### src/rtl/seg7_pkg.sv
// Shared field widths, segment encodings and conversion helpers for the
// byte-to-decimal 7-segment display path.
package seg7_pkg;

  localparam int unsigned BIN_W  = 8;
  localparam int unsigned HUND_W = 2;
  localparam int unsigned TENS_W = 4;
  localparam int unsigned ONES_W = 4;
  localparam int unsigned BCD_W  = HUND_W + TENS_W + ONES_W;
  localparam int unsigned NIB_W  = 4;
  localparam int unsigned SEG_W  = 7;

  // Active-high segment codes, bit order {g,f,e,d,c,b,a}
  localparam logic [SEG_W-1:0] SEG_BLANK = 7'b0000000;
  localparam logic [SEG_W-1:0] SEG_D0    = 7'b0111111;
  localparam logic [SEG_W-1:0] SEG_D1    = 7'b0000110;
  localparam logic [SEG_W-1:0] SEG_D2    = 7'b1011011;
  localparam logic [SEG_W-1:0] SEG_D3    = 7'b1001111;
  localparam logic [SEG_W-1:0] SEG_D4    = 7'b1100110;
  localparam logic [SEG_W-1:0] SEG_D5    = 7'b1101101;
  localparam logic [SEG_W-1:0] SEG_D6    = 7'b1111101;
  localparam logic [SEG_W-1:0] SEG_D7    = 7'b0000111;
  localparam logic [SEG_W-1:0] SEG_D8    = 7'b1111111;
  localparam logic [SEG_W-1:0] SEG_D9    = 7'b1101111;

  typedef struct packed {
    logic [HUND_W-1:0] hund;
    logic [TENS_W-1:0] tens;
    logic [ONES_W-1:0] ones;
  } bcd_t;

  function automatic logic [NIB_W-1:0] add3(input logic [NIB_W-1:0] nib);
    return (nib >= 4'd5) ? nib + 4'd3 : nib;
  endfunction

  // Double dabble: correct every nibble, then shift one binary bit in, MSB first.
  function automatic bcd_t bin_to_bcd(input logic [BIN_W-1:0] bin);
    logic [3*NIB_W-1:0] digits;
    logic [BIN_W-1:0]   src;
    digits = '0;
    src    = bin;
    for (int unsigned i = 0; i < BIN_W; i++) begin
      digits[3:0]  = add3(digits[3:0]);
      digits[7:4]  = add3(digits[7:4]);
      digits[11:8] = add3(digits[11:8]);
      digits       = {digits[10:0], src[BIN_W-1]};
      src          = {src[BIN_W-2:0], 1'b0};
    end
    return bcd_t'(digits[BCD_W-1:0]);
  endfunction

endpackage

### src/rtl/seg7_decoder.sv
// One BCD digit to active-high 7-segment pattern; non-decimal codes blank.
module seg7_decoder
  import seg7_pkg::*;
(
  input  logic [3:0] digit,
  output logic [6:0] seg
);

  always_comb begin
    seg = SEG_BLANK;
    case (digit)
      4'd0:    seg = SEG_D0;
      4'd1:    seg = SEG_D1;
      4'd2:    seg = SEG_D2;
      4'd3:    seg = SEG_D3;
      4'd4:    seg = SEG_D4;
      4'd5:    seg = SEG_D5;
      4'd6:    seg = SEG_D6;
      4'd7:    seg = SEG_D7;
      4'd8:    seg = SEG_D8;
      4'd9:    seg = SEG_D9;
      default: seg = SEG_BLANK;
    endcase
  end

endmodule

### src/rtl/add_4_bit.sv
// Registered byte-to-decimal converter driving three 7-segment digits,
// with selectable segment polarity and optional leading-zero blanking.
module add_4_bit
  import seg7_pkg::*;
#(
  parameter bit ACTIVE_LOW = 1'b1,
  parameter bit BLANK_LZ   = 1'b0
) (
  input  logic       clk,
  input  logic       rst_n,
  input  logic [7:0] in_byte,
  input  logic       in_valid,
  output logic [9:0] bcd,
  output logic [6:0] seg0,
  output logic [6:0] seg1,
  output logic [6:0] seg2,
  output logic       out_valid
);

  localparam logic [SEG_W-1:0] SEG_OFF = ACTIVE_LOW ? ~SEG_BLANK : SEG_BLANK;

  bcd_t             conv;
  logic [SEG_W-1:0] raw0, raw1, raw2;
  logic [SEG_W-1:0] lit0, lit1, lit2;
  logic [SEG_W-1:0] drv0, drv1, drv2;
  logic             hund_zero, tens_zero;

  always_comb begin
    conv = bin_to_bcd(in_byte);
  end

  seg7_decoder u_dec_ones (.digit(conv.ones),         .seg(raw0));
  seg7_decoder u_dec_tens (.digit(conv.tens),         .seg(raw1));
  seg7_decoder u_dec_hund (.digit({2'b00, conv.hund}), .seg(raw2));

  // Blanking is decided on the active-high pattern; polarity is applied last.
  always_comb begin
    hund_zero = (conv.hund == '0);
    tens_zero = (conv.tens == '0);
    lit0 = raw0;
    lit1 = (BLANK_LZ && hund_zero && tens_zero) ? SEG_BLANK : raw1;
    lit2 = (BLANK_LZ && hund_zero) ? SEG_BLANK : raw2;
    drv0 = ACTIVE_LOW ? ~lit0 : lit0;
    drv1 = ACTIVE_LOW ? ~lit1 : lit1;
    drv2 = ACTIVE_LOW ? ~lit2 : lit2;
  end

  always_ff @(posedge clk or negedge rst_n) begin
    if (!rst_n) begin
      bcd       <= '0;
      seg0      <= SEG_OFF;
      seg1      <= SEG_OFF;
      seg2      <= SEG_OFF;
      out_valid <= 1'b0;
    end else begin
      out_valid <= in_valid;
      if (in_valid) begin
        bcd  <= conv;
        seg0 <= drv0;
        seg1 <= drv1;
        seg2 <= drv2;
      end
    end
  end

endmodule

### config.mk
export PLATFORM = sky130hd
export DESIGN_NAME = add_4_bit
export DESIGN_NICKNAME = d
export VERILOG_FILES = /design/src/rtl/seg7_pkg.sv /design/src/rtl/seg7_decoder.sv /design/src/rtl/add_4_bit.sv
export SDC_FILE = /design/constraint.sdc
export NUM_CORES = 1
export LEC_CHECK = 0
export BUFFER_PORTS_ARGS = -buffer_cell sky130_fd_sc_hd__buf_2
export CAP_MARGIN = 20
export CORE_MARGIN = 5
export CORE_UTILIZATION = 40
export CTS_CLUSTER_DIAMETER = 30
export DETAILED_ROUTE_END_ITERATION = 10
export GPL_TIMING_DRIVEN = 0
export PLACE_DENSITY = 0.73
export SLEW_MARGIN = 40
export SYNTH_ARGS = -nofsm -noshare
export SYNTH_HDL_FRONTEND = slang
export SYNTH_SLANG_ARGS = --single-unit
### constraint.sdc
create_clock -name clk -period 0.8 [get_ports clk]
set_input_delay 0.12 -clock clk [delete_from_list [all_inputs] [get_ports clk]]
set_output_delay 0.12 -clock clk [all_outputs]
set_load 0.01 [all_outputs]
==> impl_metrics.toml <==
[outcome]
status = "finished, violations left"
violations = "negative hold slack, negative setup slack"

[timing]
setup_viol = 61
drv_slew = 0
fin_crit_sh_pct = 632
clock_skew_ns = 0
fin_crit_ns = 5.06
rsz0062_at_grt = "true"
fin_setup_tns_ns = -109.42
setup_ws_ns = -4.26
relSlewSlack_pct = 52.5
hold_slack_ns = -0.128
hold_viol_final = 11
fmax_mhz = 198
tightest_slew_ns = 0.695

[power_and_ir_drop]
total_power_mw = 13.1
p_sw_share_pct = 39.9
switching_power_mw = 5.25
powerDensity_nw_per_um2 = 3230
p_seq_share_pct = 21.7
leakage_nw = 1.78
ir_drop_mv = 2.49
intPower_mw = 7.90
power_frac_comb_pct = 69.5
p_clk_share_pct = 8.9

[setup_path]
crit_slowest_cell = "or3_1"
critical_path_class = "in2reg"
crit_fanout = 5
end_kind = "register"
slowest_delay_ns = 0.34
crit_top_cell = "ha_4"
cp.arrival_ns = 5.27
startpoint_type = "input port"
required_ns = 1.01

[logic_synthesis]
synth-edff-count = 0
syn-cell-area_um2 = 2590
ys_ff_latch = 31
synth_xor_area_share_pct = 2.66
synthMuxAreaShare_pct = 9.22
synthesis.nets = 300
ys_async_sr_fraction_pct = 100
synth_fa_ha_area_share_pct = 10.1
yosysUniqueCellTypes = 70
synth-main-ff-cell = "dfstp_2"
synth-simple-area-share_pct = 14.7
ys_warn_count = 0
syn_inst = 268
synth_area_per_cell_um2 = 9.67
synth_top_family_by_area = "compound AO/OA/AOI/OAI gates"
synth-compound-area-share_pct = 24.8
ys_seq_area_share_pct = 30.9

[routing]
drt_wl_total_um = 6970
route.vias.total = 2409
ant_nets = 0
drtIter0Drc = 93
firstDrtPassIters = 4
wl_met1_um = 2940
vias_per_cell = 5.46
wl_per_cell_um = 15.8
top_layer_used = "met4"
dr_wl_met3_um = 302
drc = 0
wl_met2_um = 3610

[grt]
grt_pass1_wl_um = 10900
grt_use_total_pct = 15.6
gr-total-overflow = 0
grt_max_degree = 32
grt_pass1_vias = 2299
antenna_found_initial = 0

[clock_network]
cts_buffer_depth = 2
root_buffer = "clkbuf_8"
cts_tree = "done"
cts.sinks = 31
cts_made_buffers = 5
clock_latency_ns = 0.28
cts_max_level = 2
path_clk_slew_ns = 0.06

[floorplan]
initial_core_util_pct = 41.0
rows = 29
ioPinCount = 43
core-area_um2 = 6310
die_height_um = 90.5
die-area_um2 = 8190
fp.dieW_um = 90.5

[min_path]
hp-class = "in2async"

[flow_run]
maxCapViolCount = 0

[cells_and_area]
fin_util_pct = 64.5
drive_above_1_share_pct = 57.7
nets = 395
syn2layout_area_growth_pct = 57.1
antennaDiodeCount = 0

[placement]
dpl.hpwl_um = 4440
globalplace.congestion = 0.789
io_buffers = 41
-- routing by layer --
| layer | vias to the layer above | GRT usage (%) |
|---|---|---|
| li1 | 1144 | - |
| met1 | 1198 | 20.0 |
| met2 | 53 | 26.8 |
| met3 | 14 | 3.25 |
| met4 | 0 | 3.47 |
| met5 | - | 0 |
-- worst paths after layout --
kind | cells after the start | from | to | slack (ns)
max | 29 | in_byte[6] | seg0[2]$_DFFE_PN1P_ | -4.26
min | 1 | rst_n | bcd[7]$_DFFE_PN0P_ | -0.13
max reg2reg | 4 | seg1[0]$_DFFE_PN1P_ | seg1[0]$_DFFE_PN1P_ | -0.19
min reg2reg | 2 | seg0[1]$_DFFE_PN1P_ | seg0[1]$_DFFE_PN1P_ | 0.49
max in group asynchronous | 1 | rst_n | bcd[3]$_DFFE_PN0P_ | 0.50
min in group clk | 1 | in_valid | out_valid$_DFF_PN0_ | 0
-- logic make-up after synthesis --
kind of cell | Yosys count
compound gates | 77
simple gates | 72
flops | 31
fa+ha+maj | 21
xor+xnor | 7
buf+inv | 41
mux | 19
-- power by group through the flow --
stage	Combinational [mW]	Clock, mW	Sequential, mW
global route	9.77	1.25	2.93
finish	9.13	1.17	2.85
floorplan	4.60	0	3.04
detailed placement	6.40	0	2.75
CTS	8.03	1.18	2.83
global placement	6.24	0	2.73
-- placed cells by master, fill, tap and decap left out, drive strengths merged, types with 5 or more instances in the layout --
master  netlist  routed
dfrtp        11      11
mux2i         9      10
a21oi        14      14
or3           5       5
o21ai        10      10
a31oi         6       6
buf           4      91
inv          30      30
dfstp        20      20
nor2         19      19
nor2b         9       9
clkbuf        7      14
xnor2         7       7
a21o          9       9
mux2         10      10
nand2        15      15
ha           21      21
-- cell usage after synthesis (3+ instances only) --
| library cell | n | area, um^2 |
|---|---|---|
| ha_1 | 21 | 263 |
| dfrtp_1 | 11 | 275 |
| nand2b_1 | 4 | 25.0 |
| or3_1 | 5 | 31.3 |
| a31oi_1 | 5 | 31.3 |
| nor3_1 | 4 | 20.0 |
| clkbuf_8 | 3 | 41.3 |
| mux2_2 | 9 | 101 |
| nand2_1 | 15 | 56.3 |
| a41oi_1 | 4 | 35.0 |
| nand3_1 | 4 | 20.0 |
| o21bai_1 | 3 | 22.5 |
| xnor2_1 | 6 | 52.6 |
| clkbuf_1 | 4 | 15.0 |
| inv_1 | 30 | 113 |
| a21o_1 | 7 | 52.6 |
| o21ai_0 | 9 | 45.0 |
| nor2b_1 | 8 | 50.1 |
| dfstp_2 | 20 | 526 |
| mux2i_1 | 5 | 50.1 |
| nor2_1 | 19 | 71.3 |
| a21oi_1 | 12 | 60.1 |
| a21boi_0 | 3 | 22.5 |
-- metrics by stage --
| step | instance area [um^2] | instances | setup WS (ns) |
|---|---|---|---|
| final | 4070 | 441 | -4.26 |
| after detailed placement | 3220 | 386 | -5.10 |
| after floorplan | 2920 | 268 | -4.44 |
| after global routing | 4070 | 441 | -4.48 |
| after global placement | 3220 | 386 | -5.00 |
| after CTS | 3830 | 425 | -4.33 |
-- repair_timing --
| action | CTS | global route |
|---|---|---|
| resized for setup | 51 | 18 |
| buffers inserted | 31 | 15 |
| hold endpoints to repair | 11 | 11 |
| setup endpoints to repair | 60 | 61 |
| gates cloned | 0 | 1 |
| pin swaps | 30 | 23 |
-- registers in the layout (all words and copies together), names as in the netlist --
signal and flops:
seg2 6, seg0 7, bcd 10, seg1 7, out_valid 1
-- critical path, delay by kind of cell --
family          cells  cell delay, ns
fa+ha+maj           6            1.06
compound gates      8            1.72
xor+xnor            5            0.85
buf+inv             5            0.33
simple gates        5            1.18
-- layout make-up --
| type | count | area [um^2] |
|---|---|---|
| plain buffers | 11 | 118 |
| clock buffers | 7 | 76.3 |
| clock inverters | 1 | 5.00 |
| fillers | 461 | 2240 |
| inverters | 30 | 128 |
| multi-input cells | 197 | 2080 |
| flip-flops and latches | 31 | 801 |
| well taps | 77 | 96.3 |
| repair buffers | 87 | 762 |
(Power assumes the default switching activity.)
